$ cat config.mk
export PLATFORM = sky130hd
export DESIGN_NAME = axi_b_buffer_ft
export DESIGN_NICKNAME = d
export VERILOG_FILES = /design/src/rtl/axi_slice_pkg.sv /design/src/rtl/axi_buffer_core.sv /design/src/rtl/axi_b_buffer_ft.sv
export SDC_FILE = /design/constraint.sdc
export NUM_CORES = 1
export LEC_CHECK = 0
export CAP_MARGIN = 25
export CORE_MARGIN = 4
export CORE_UTILIZATION = 45
export CTS_CLUSTER_DIAMETER = 80
export CTS_CLUSTER_SIZE = 20
export DETAILED_ROUTE_END_ITERATION = 16
export PLACE_DENSITY = 0.74
export SYNTH_ARGS = -nofsm -noshare
export SYNTH_HDL_FRONTEND = slang
export SYNTH_SLANG_ARGS = --single-unit
$ cat constraint.sdc
create_clock -name clk_i -period 8.1 [get_ports clk_i]
set_clock_uncertainty 0.05 [all_clocks]
set_input_delay 1.62 -clock clk_i [delete_from_list [all_inputs] [get_ports clk_i]]
set_output_delay 1.62 -clock clk_i [all_outputs]
set_load 0.05 [all_outputs]
$ cat src/rtl/axi_slice_pkg.sv
`default_nettype none
// ============================================================================
// Module      : axi_slice_pkg
// Description : Shared AXI slice definitions: BRESP encodings and a helper
//               that classifies a response as an error (SLVERR / DECERR).
// Revision    : 1.0 - initial release
// ============================================================================
package axi_slice_pkg;

    localparam logic [1:0] RESP_OKAY   = 2'b00;
    localparam logic [1:0] RESP_EXOKAY = 2'b01;
    localparam logic [1:0] RESP_SLVERR = 2'b10;
    localparam logic [1:0] RESP_DECERR = 2'b11;

    // Both error encodings have bit 1 set; compare explicitly for clarity.
    function automatic logic is_err(input logic [1:0] resp);
        return (resp == RESP_SLVERR) || (resp == RESP_DECERR);
    endfunction

endpackage
`default_nettype wire

$ cat src/rtl/axi_buffer_core.sv
`default_nettype none
// ============================================================================
// Module      : axi_buffer_core
// Description : Generic valid/ready buffer with register-array storage,
//               wrapping pointers, occupancy count and optional fall-through
//               when empty. Payload-agnostic so every AXI channel can reuse it.
// Revision    : 1.0 - initial release
// ============================================================================
module axi_buffer_core #(
    parameter int DATA_WIDTH   = 8,
    parameter int DEPTH        = 8,
    parameter int FALL_THROUGH = 0
) (
    input  logic                        clk_i,
    input  logic                        rst_ni,
    input  logic                        in_valid_i,
    output logic                        in_ready_o,
    input  logic [DATA_WIDTH-1:0]       in_data_i,
    output logic                        out_valid_o,
    input  logic                        out_ready_i,
    output logic [DATA_WIDTH-1:0]       out_data_o,
    output logic [$clog2(DEPTH):0]      usage_o,
    output logic                        full_o,
    output logic                        empty_o
);

    localparam int PTR_W = $clog2(DEPTH);
    localparam int CNT_W = PTR_W + 1;

    // Storage is intentionally not reset; the count alone qualifies it.
    logic [DATA_WIDTH-1:0] mem_q [DEPTH];

    logic [PTR_W-1:0] wr_ptr_q, wr_ptr_d;
    logic [PTR_W-1:0] rd_ptr_q, rd_ptr_d;
    logic [CNT_W-1:0] count_q, count_d;

    logic w_bypass;
    logic w_push;
    logic w_pop;
    logic w_write_en;
    logic w_read_en;

    assign full_o     = (count_q == CNT_W'(DEPTH));
    assign empty_o    = (count_q == '0);
    assign usage_o    = count_q;
    // Ready comes from registered state only, so it never depends on out_ready_i.
    assign in_ready_o = !full_o;

    // Fall-through presents the incoming beat directly while nothing is stored.
    generate
        if (FALL_THROUGH != 0) begin : g_fall_through
            assign w_bypass = empty_o & in_valid_i;
        end else begin : g_no_fall_through
            assign w_bypass = 1'b0;
        end
    endgenerate

    assign out_valid_o = !empty_o | w_bypass;
    assign out_data_o  = w_bypass ? in_data_i : mem_q[rd_ptr_q];

    assign w_push     = in_valid_i & in_ready_o;
    assign w_pop      = out_valid_o & out_ready_i;
    // A bypassed beat taken in the same cycle never touches storage.
    assign w_write_en = w_push & !(w_bypass & out_ready_i);
    assign w_read_en  = w_pop & !empty_o;

    // Next-state for pointers and occupancy count.
    always_comb begin
        wr_ptr_d = wr_ptr_q;
        rd_ptr_d = rd_ptr_q;
        count_d  = count_q;
        if (w_write_en) begin
            wr_ptr_d = wr_ptr_q + PTR_W'(1);
        end
        if (w_read_en) begin
            rd_ptr_d = rd_ptr_q + PTR_W'(1);
        end
        case ({w_write_en, w_read_en})
            2'b10:   count_d = count_q + CNT_W'(1);
            2'b01:   count_d = count_q - CNT_W'(1);
            default: count_d = count_q;
        endcase
    end

    // Pointer and count registers; reset discards all stored beats at once.
    always_ff @(posedge clk_i or negedge rst_ni) begin
        if (!rst_ni) begin
            wr_ptr_q <= '0;
            rd_ptr_q <= '0;
            count_q  <= '0;
        end else begin
            wr_ptr_q <= wr_ptr_d;
            rd_ptr_q <= rd_ptr_d;
            count_q  <= count_d;
        end
    end

    // Entry write at the tail pointer.
    always_ff @(posedge clk_i) begin
        if (w_write_en) begin
            mem_q[wr_ptr_q] <= in_data_i;
        end
    end

endmodule
`default_nettype wire

$ cat src/rtl/axi_b_buffer_ft.sv
`default_nettype none
// ============================================================================
// Module      : axi_b_buffer_ft
// Description : AXI write-response (B) channel buffer with optional
//               fall-through, occupancy reporting and a saturating counter
//               of SLVERR/DECERR responses delivered upstream.
// Revision    : 1.0 - initial release
// ============================================================================
module axi_b_buffer_ft
    import axi_slice_pkg::*;
#(
    parameter int ID_WIDTH      = 4,
    parameter int USER_WIDTH    = 6,
    parameter int BUFFER_DEPTH  = 8,
    parameter int FALL_THROUGH  = 0,
    parameter int ERR_CNT_WIDTH = 8
) (
    input  logic                          clk_i,
    input  logic                          rst_ni,
    input  logic                          test_en_i,
    input  logic                          slave_valid_i,
    output logic                          slave_ready_o,
    input  logic [1:0]                    slave_resp_i,
    input  logic [ID_WIDTH-1:0]           slave_id_i,
    input  logic [USER_WIDTH-1:0]         slave_user_i,
    output logic                          master_valid_o,
    input  logic                          master_ready_i,
    output logic [1:0]                    master_resp_o,
    output logic [ID_WIDTH-1:0]           master_id_o,
    output logic [USER_WIDTH-1:0]         master_user_o,
    output logic [$clog2(BUFFER_DEPTH):0] usage_o,
    output logic                          full_o,
    output logic                          empty_o,
    output logic [ERR_CNT_WIDTH-1:0]      err_cnt_o,
    input  logic                          err_clr_i
);

    localparam int DATA_W = 2 + ID_WIDTH + USER_WIDTH;

    logic [DATA_W-1:0]        w_in_data;
    logic [DATA_W-1:0]        w_out_data;
    logic                     w_err_pop;
    logic [ERR_CNT_WIDTH-1:0] err_cnt_q, err_cnt_d;
    logic                     w_unused_test_en;

    // Test mode has no functional effect here.
    assign w_unused_test_en = test_en_i;

    assign w_in_data = {slave_id_i, slave_user_i, slave_resp_i};

    axi_buffer_core #(
        .DATA_WIDTH   (DATA_W),
        .DEPTH        (BUFFER_DEPTH),
        .FALL_THROUGH (FALL_THROUGH)
    ) u_core (
        .clk_i       (clk_i),
        .rst_ni      (rst_ni),
        .in_valid_i  (slave_valid_i),
        .in_ready_o  (slave_ready_o),
        .in_data_i   (w_in_data),
        .out_valid_o (master_valid_o),
        .out_ready_i (master_ready_i),
        .out_data_o  (w_out_data),
        .usage_o     (usage_o),
        .full_o      (full_o),
        .empty_o     (empty_o)
    );

    assign {master_id_o, master_user_o, master_resp_o} = w_out_data;

    // Only responses actually delivered upstream are counted.
    assign w_err_pop = master_valid_o & master_ready_i & is_err(master_resp_o);

    // Saturating error count; a clear still counts an error popped that cycle.
    always_comb begin
        err_cnt_d = err_cnt_q;
        if (err_clr_i) begin
            err_cnt_d = w_err_pop ? ERR_CNT_WIDTH'(1) : '0;
        end else if (w_err_pop && (err_cnt_q != '1)) begin
            err_cnt_d = err_cnt_q + ERR_CNT_WIDTH'(1);
        end
    end

    // Error counter register.
    always_ff @(posedge clk_i or negedge rst_ni) begin
        if (!rst_ni) begin
            err_cnt_q <= '0;
        end else begin
            err_cnt_q <= err_cnt_d;
        end
    end

    assign err_cnt_o = err_cnt_q;

endmodule
`default_nettype wire

==> impl_metrics.ini, run 1 <==
[final_layout]
drive_gt1_share_pct = 26.1
area.growth.synth_to_final_pct = 27.3
final_cells = 455
layout_commonest_cell = edfxtp_1
final_nets = 334
antenna-diode-count = 0
final_core_util_pct = 59.9
fillerInstances = 708
layout_common_cells = edfxtp_1 (96), clkdlybuf4s50_1 (44), mux4_2 (24)

[logic_synthesis]
synth-seq-cells = 114
synth_cell_types = 37
synth_cells = 247
synth_warnings = 0
synth.avg_cell_area_um2 = 18.9
seq_area_frac_synth_pct = 71.5
syn_nets = 272
syn_area_mm2 = 0.00466

[cts]
cts_root_buf = clkbuf_8
clockBufferDepth = 2
clk_latency_ps = 500
hold_buffers = 0
clk_pin_slew_worst_paths_ps = 50
clock-sinks = 114
post_cts_buffers = 0
cts_tree = done
numCtsBuffers = 17
htreeDepth = 4
post_cts_resized = 0

[status]
status = finished clean

[min_path]
timing.hold.worst.start = u_core.usage_o[3]
worstHoldPathType = flip-flop to flip-flop
hold-path-cell-count = 1
hold-path-endpoint = u_core.usage_o[3]

[route]
via_count = 2453
remaining_drc_errors = 0
wl_per_cell_um = 19.5
vias_per_cell = 5.39
drt_iter0_markers = 146
antenna_left = 0
drt_wl_total_um = 8860
first_pass_iters = 4

[timing]
setup_slack_ps = 3360
rsz0062_at_grt = no
tns_ps = 0
period_share_pct = 58.5
setup_viol = 0
drv_slew = 0
fmax_mhz = 211
tightest_slew_ps = 831
finalHoldViolCount = 0
slew_headroom_pct = 44.4
holdWs_ps = 484
period_minus_slack_ps = 4740

[floorplan]
coreArea_mm2 = 0.00991
row_count = 36
initial_core_util_pct = 47.0
io_pins = 46
die_width_um = 110
die_area_mm2 = 0.0120
die_h_um = 110

[critical_path]
reg2reg_depth = 11
r2r_end = u_core.usage_o[3]
reg2reg_from = u_core.usage_o[0]
cp-end-kind = primary output
startpoint_type = flip-flop
crit_type = flip-flop to primary output
timing.critical_path.fanout_max = 26
cp.required_ps = 6430
cp.arrival_ps = 3070
r2r_slack_ps = 5410

[power_and_ir_drop]
p_per_area_mw_per_mm2 = 418
p_leak_nw = 2.06
vdd_ir_drop_max_uv = 220

[global_routing]
grt_usage_pct = 16.3
grt_pass1_vias = 2513
grt-ovfl-total = 0
grt_pass1_wl_um = 13800
antenna_found_initial = 0
grt_max_degree = 27

[placement]
port_buffers = 44
post-place-ws_ps = 3860
hpwl_um = 5320
gp_congestion = 0.741
dp_cells = 423

[run]
drv_cap = 0
-- metrics by stage --
stage / area [um2] / power (W)
floorplan: 4660 / 0.00148
global placement: 5300 / 0.00172
detailed placement: 5330 / 0.00175
CTS: 5930 / 0.00251
global route: 5930 / 0.00259
finish: 5930 / 0.00248
-- state kept, by name, indices dropped and copies added (netlist names) --
register         cells
u_core.wr_ptr_q      3
u_core.rd_ptr_q      3
u_core.mem_q        96
u_core.usage_o       4
err_cnt_o            8
-- cell type report --
class / instances / area (um2) / area share, %
flip-flops and latches: 114 / 3330 / 56.2
multi-input cells: 113 / 1260 / 21.2
clock inverters: 15 / 190 / 3.21
well taps: 133 / 166 / 2.81
inverters: 9 / 33.8 / 0.570
repair buffers: 54 / 536 / 9.03
clock buffers: 17 / 414 / 6.98
-- how the worst max path moves through the flow --
stage	from	end	slack (ps)	cells past startpoint
final	u_core.rd_ptr_q[0]	master_resp_o[1]	3360	5
after global routing	u_core.rd_ptr_q[0]	master_resp_o[1]	3170	5
after CTS	u_core.rd_ptr_q[0]	master_resp_o[1]	3290	5
after detailed placement	u_core.rd_ptr_q[0]	master_resp_o[1]	3860	5
after global placement	u_core.rd_ptr_q[1]	master_id_o[3]	3820	3
after floorplan	u_core.usage_o[2]	u_core.mem_q[0][0]	4380	6
-- where the power goes --
group | internal [W] | switching, W | leakage, nW
combinational | 0.000383 | 0.000528 | 0.671
sequential | 0.000742 | 0.0000815 | 1.10
clock | 0.000496 | 0.000251 | 0.287
total | 0.00162 | 0.000860 | 2.06
-- worst max-delay path: stages (launching register included) --
cell and delay, ps:
dfrtp_1 320, buf_4 440, mux4_2 600, mux2i_4 400, inv_1 70, clkdlybuf4s50_1 710
-- metal layers --
layer / routed length (um) / GRT usage, %
met3: 295 / 4.87
met2: 4650 / 26.1
met4: 159 / 7.39
met1: 3760 / 20.5
met5: 0 / 0
-- synth_stat cells, drive strengths merged --
cell | number | area, um2
buf | 8 | 50.1
inv | 9 | 33.8
ha | 6 | 75.1
and3 | 1 | 6.26
mux2i | 3 | 42.5
nand2b | 3 | 18.8
edfxtp | 96 | 2880
clkbuf | 3 | 11.3
o31ai | 3 | 22.5
o21ai | 5 | 28.8
o211ai | 2 | 15.0
nor3 | 5 | 25.0
or3 | 3 | 18.8
o32ai | 1 | 16.3
a21oi | 7 | 35.0
nand3 | 1 | 5.00
nor4 | 2 | 12.5
a2bb2oi | 1 | 8.76
mux2 | 14 | 158
xnor2 | 4 | 35.0
nand2 | 8 | 30.0
dfrtp | 18 | 450
o41a | 1 | 11.3
fa | 1 | 20.0
nor2b | 2 | 12.5
mux4 | 24 | 541
nand4 | 2 | 12.5
or4 | 3 | 22.5
a21o | 1 | 7.51
xor2 | 3 | 26.3
nor2 | 7 | 26.3
-- cells by family after synthesis --
family                     Yosys count  share of synthesized area, %
AOI/OAI and AO/OA                   21                          3.11
xor gates and xnor gates             7                          1.32
adders and majority gates            7                          2.04
buffers and inverters               20                          2.04
DFF                                114                          71.5
muxes                               41                          15.9
and+or+nand+nor                     37                          4.08
(Power assumes the default switching activity.)
==> run 2, diff against run 1 <==
Clock period 8.1 ns to 4.6 ns, I/O delays scaled along.
==> run 2 against run 1 <==
  * Combinational power increased by 75%
  * Worst setup slack worse by 2900 ps
  * Sequential cell count did not move
  * Hold slack got worse by 3.0 ps
  * Routed wire length decreased by 2.4%
  * Critical path type unchanged
  * Largest cell class unchanged
  * Largest power group unchanged
==> impl_metrics.ini, run 2 (same netlist as run 1, synthesis figures left out) <==
[status]
status = finished clean

[final_layout]
layout_commonest_cell = edfxtp_1
layout_common_cells = edfxtp_1 (96), clkdlybuf4s50_1 (44), mux4_2 (24)
seqCellArea_mm2 = 0.00333
fillerInstances = 746
antenna-diode-count = 0
multi_input_area_mm2 = 0.00126
final_nets = 335
design_area_mm2 = 0.00589
top_register = u_core.mem_q
final_core_util_pct = 59.4
drive_gt1_share_pct = 27.2
largest_reg_flops = 96
area.growth.synth_to_final_pct = 26.3

[critical_path]
cp_cell_sequence = mux4_2 > mux2i_4 > inv_1 > clkdlybuf4s50_1
cpLargestDelayFamily = multiplexers
crit_buf_inv = 2
cp-end-kind = primary output
crit_type = flip-flop to primary output
reg2reg_from = u_core.usage_o[0]
cp.required_ps = 3630
timing.critical_path.fanout_max = 16
crit_path_max_incr_delay_ps = 800
startpoint = u_core.rd_ptr_q[0]
critPathSlowestCell = dfrtp_1
cp.arrival_ps = 3140
startpoint_type = flip-flop

[timing]
period_minus_slack_ps = 4110
finalHoldViolCount = 0
setup_slack_ps = 492
slew_headroom_pct = 43.3
fmax_mhz = 243
tns_ps = 0
setup_viol = 0
period_share_pct = 89.3
rsz0062_at_grt = no
drv_slew = 0
tightest_slew_ps = 848

[global_routing]
antenna_found_initial = 0
grt_pass1_wl_um = 13900
grt_max_degree = 26
grt-ovfl-total = 0
grt_pass1_vias = 2587
grt.busiest_layer = met2
grt_use_met2_pct = 27.6
use_met3_pct = 4.46
met1_usage_pct = 19.6
grt_usage_pct = 16.2

[floorplan]
io_pins = 46
die_h_um = 110
die_area_mm2 = 0.0120
die_width_um = 110
coreArea_mm2 = 0.00991
initial_core_util_pct = 47.0
row_count = 36

[power_and_ir_drop]
intPower_w = 0.00271
pwr-share-seq_pct = 34.0
power_frac_comb_pct = 37.5
clkPwrFrac_pct = 28.5
vdd_ir_drop_max_uv = 319
p_leak_nw = 2.04
p_per_area_mw_per_mm2 = 722
p_sw_w = 0.00154
sw_frac_of_total_pct = 36.3

[route]
remaining_drc_errors = 0
via_count = 2445
antenna_left = 0
drt_wl_total_um = 8640
wl_per_cell_um = 19.0
first_pass_iters = 4
drt_iter0_markers = 208
vias_per_cell = 5.36

[placement]
gp_congestion = 0.742
port_buffers = 44
place_area_mm2 = 0.00533
post-place-ws_ps = 979
hpwl_um = 5290

[cts]
cts_root_buf = clkbuf_8
post_cts_resized = 0
clock-sinks = 114
hold_buffers = 0
numCtsBuffers = 17
htreeDepth = 4
clk_latency_ps = 510
post_cts_buffers = 0
clk_pin_slew_worst_paths_ps = 60
cts_tree = done
clockBufferDepth = 2

[min_path]
worstHoldPathType = flip-flop to flip-flop
timing.hold.worst.start = u_core.usage_o[3]

[run]
drv_cap = 0
run 2: cell types whose count changed in the layout (fill, tap and decap cells not counted), sizes merged:
| cell | delta |
|---|---|
| inv | +6 |
| clkinv | -4 |
| clkinvlp | +1 |
| bufinv | -3 |
| buf | +1 |
run 2: final cells by class:
class                           count  share of cell area, %
Clock buffer                       17                   7.03
Inverter                            9                  0.574
Multi-Input combinational cell    113                   21.4
Tap cell                          133                   2.83
Timing Repair Buffer               55                   9.09
Sequential cell                   114                   56.6
Clock inverter                     15                   2.49
run 2: worst reg2reg max path: cells and delay by family, from the launching register on:
family | cells | cell delay (ps)
compound gates | 2 | 350
fa+ha+maj | 2 | 570
buf+inv | 2 | 270
flops | 1 | 450
xor+xnor | 1 | 140
mux | 1 | 260
simple gates | 3 | 500
run 2: worst paths after layout:
kind | slack, ps | cells past startpoint | end
max in group asynchronous | 3130 | 1 | u_core.wr_ptr_q[1]
worst max-delay path | 490 | 4 | master_resp_o[1]
worst max register to register | 1950 | 11 | u_core.usage_o[3]
worst min register to register | 480 | 1 | u_core.usage_o[3]
worst min-delay path | 480 | 1 | u_core.usage_o[3]
min in group asynchronous | 850 | 1 | err_cnt_o[2]
run 2: power groups by stage:
stage	combinational, W	clock (W)	sequential [W]
2_1_floorplan	0.00112	0	0.00149
3_3_place_gp	0.00160	0	0.00146
3_5_place_dp	0.00161	0	0.00147
4_1_cts	0.00163	0.00123	0.00145
5_1_grt	0.00170	0.00129	0.00147
6_report	0.00159	0.00121	0.00145
run 2: through the flow:
| stage | hold slack, ps | total power (W) | cells |
|---|---|---|---|
| 3_5_place_dp | 476 | 0.00308 | 424 |
| 5_1_grt | 501 | 0.00447 | 456 |
| 2_1_floorplan | 475 | 0.00260 | 247 |
| 6_report | 481 | 0.00425 | 456 |
| 3_3_place_gp | 478 | 0.00305 | 424 |
| 4_1_cts | 486 | 0.00431 | 456 |
run 2: metal layers:
layer  wire (um)  vias to the layer above
li1            -                     1122
met1        3470                     1251
met2        4610                       66
met3         458                        6
met4         103                        0
met5           0                        -
==> run 3, diff against run 2 <==
Settings changed: CTS_CLUSTER_SIZE 20 to 28.
==> results of run 3 <==
Same layout as run 2: the final DEF is identical, and so are final timing and power.
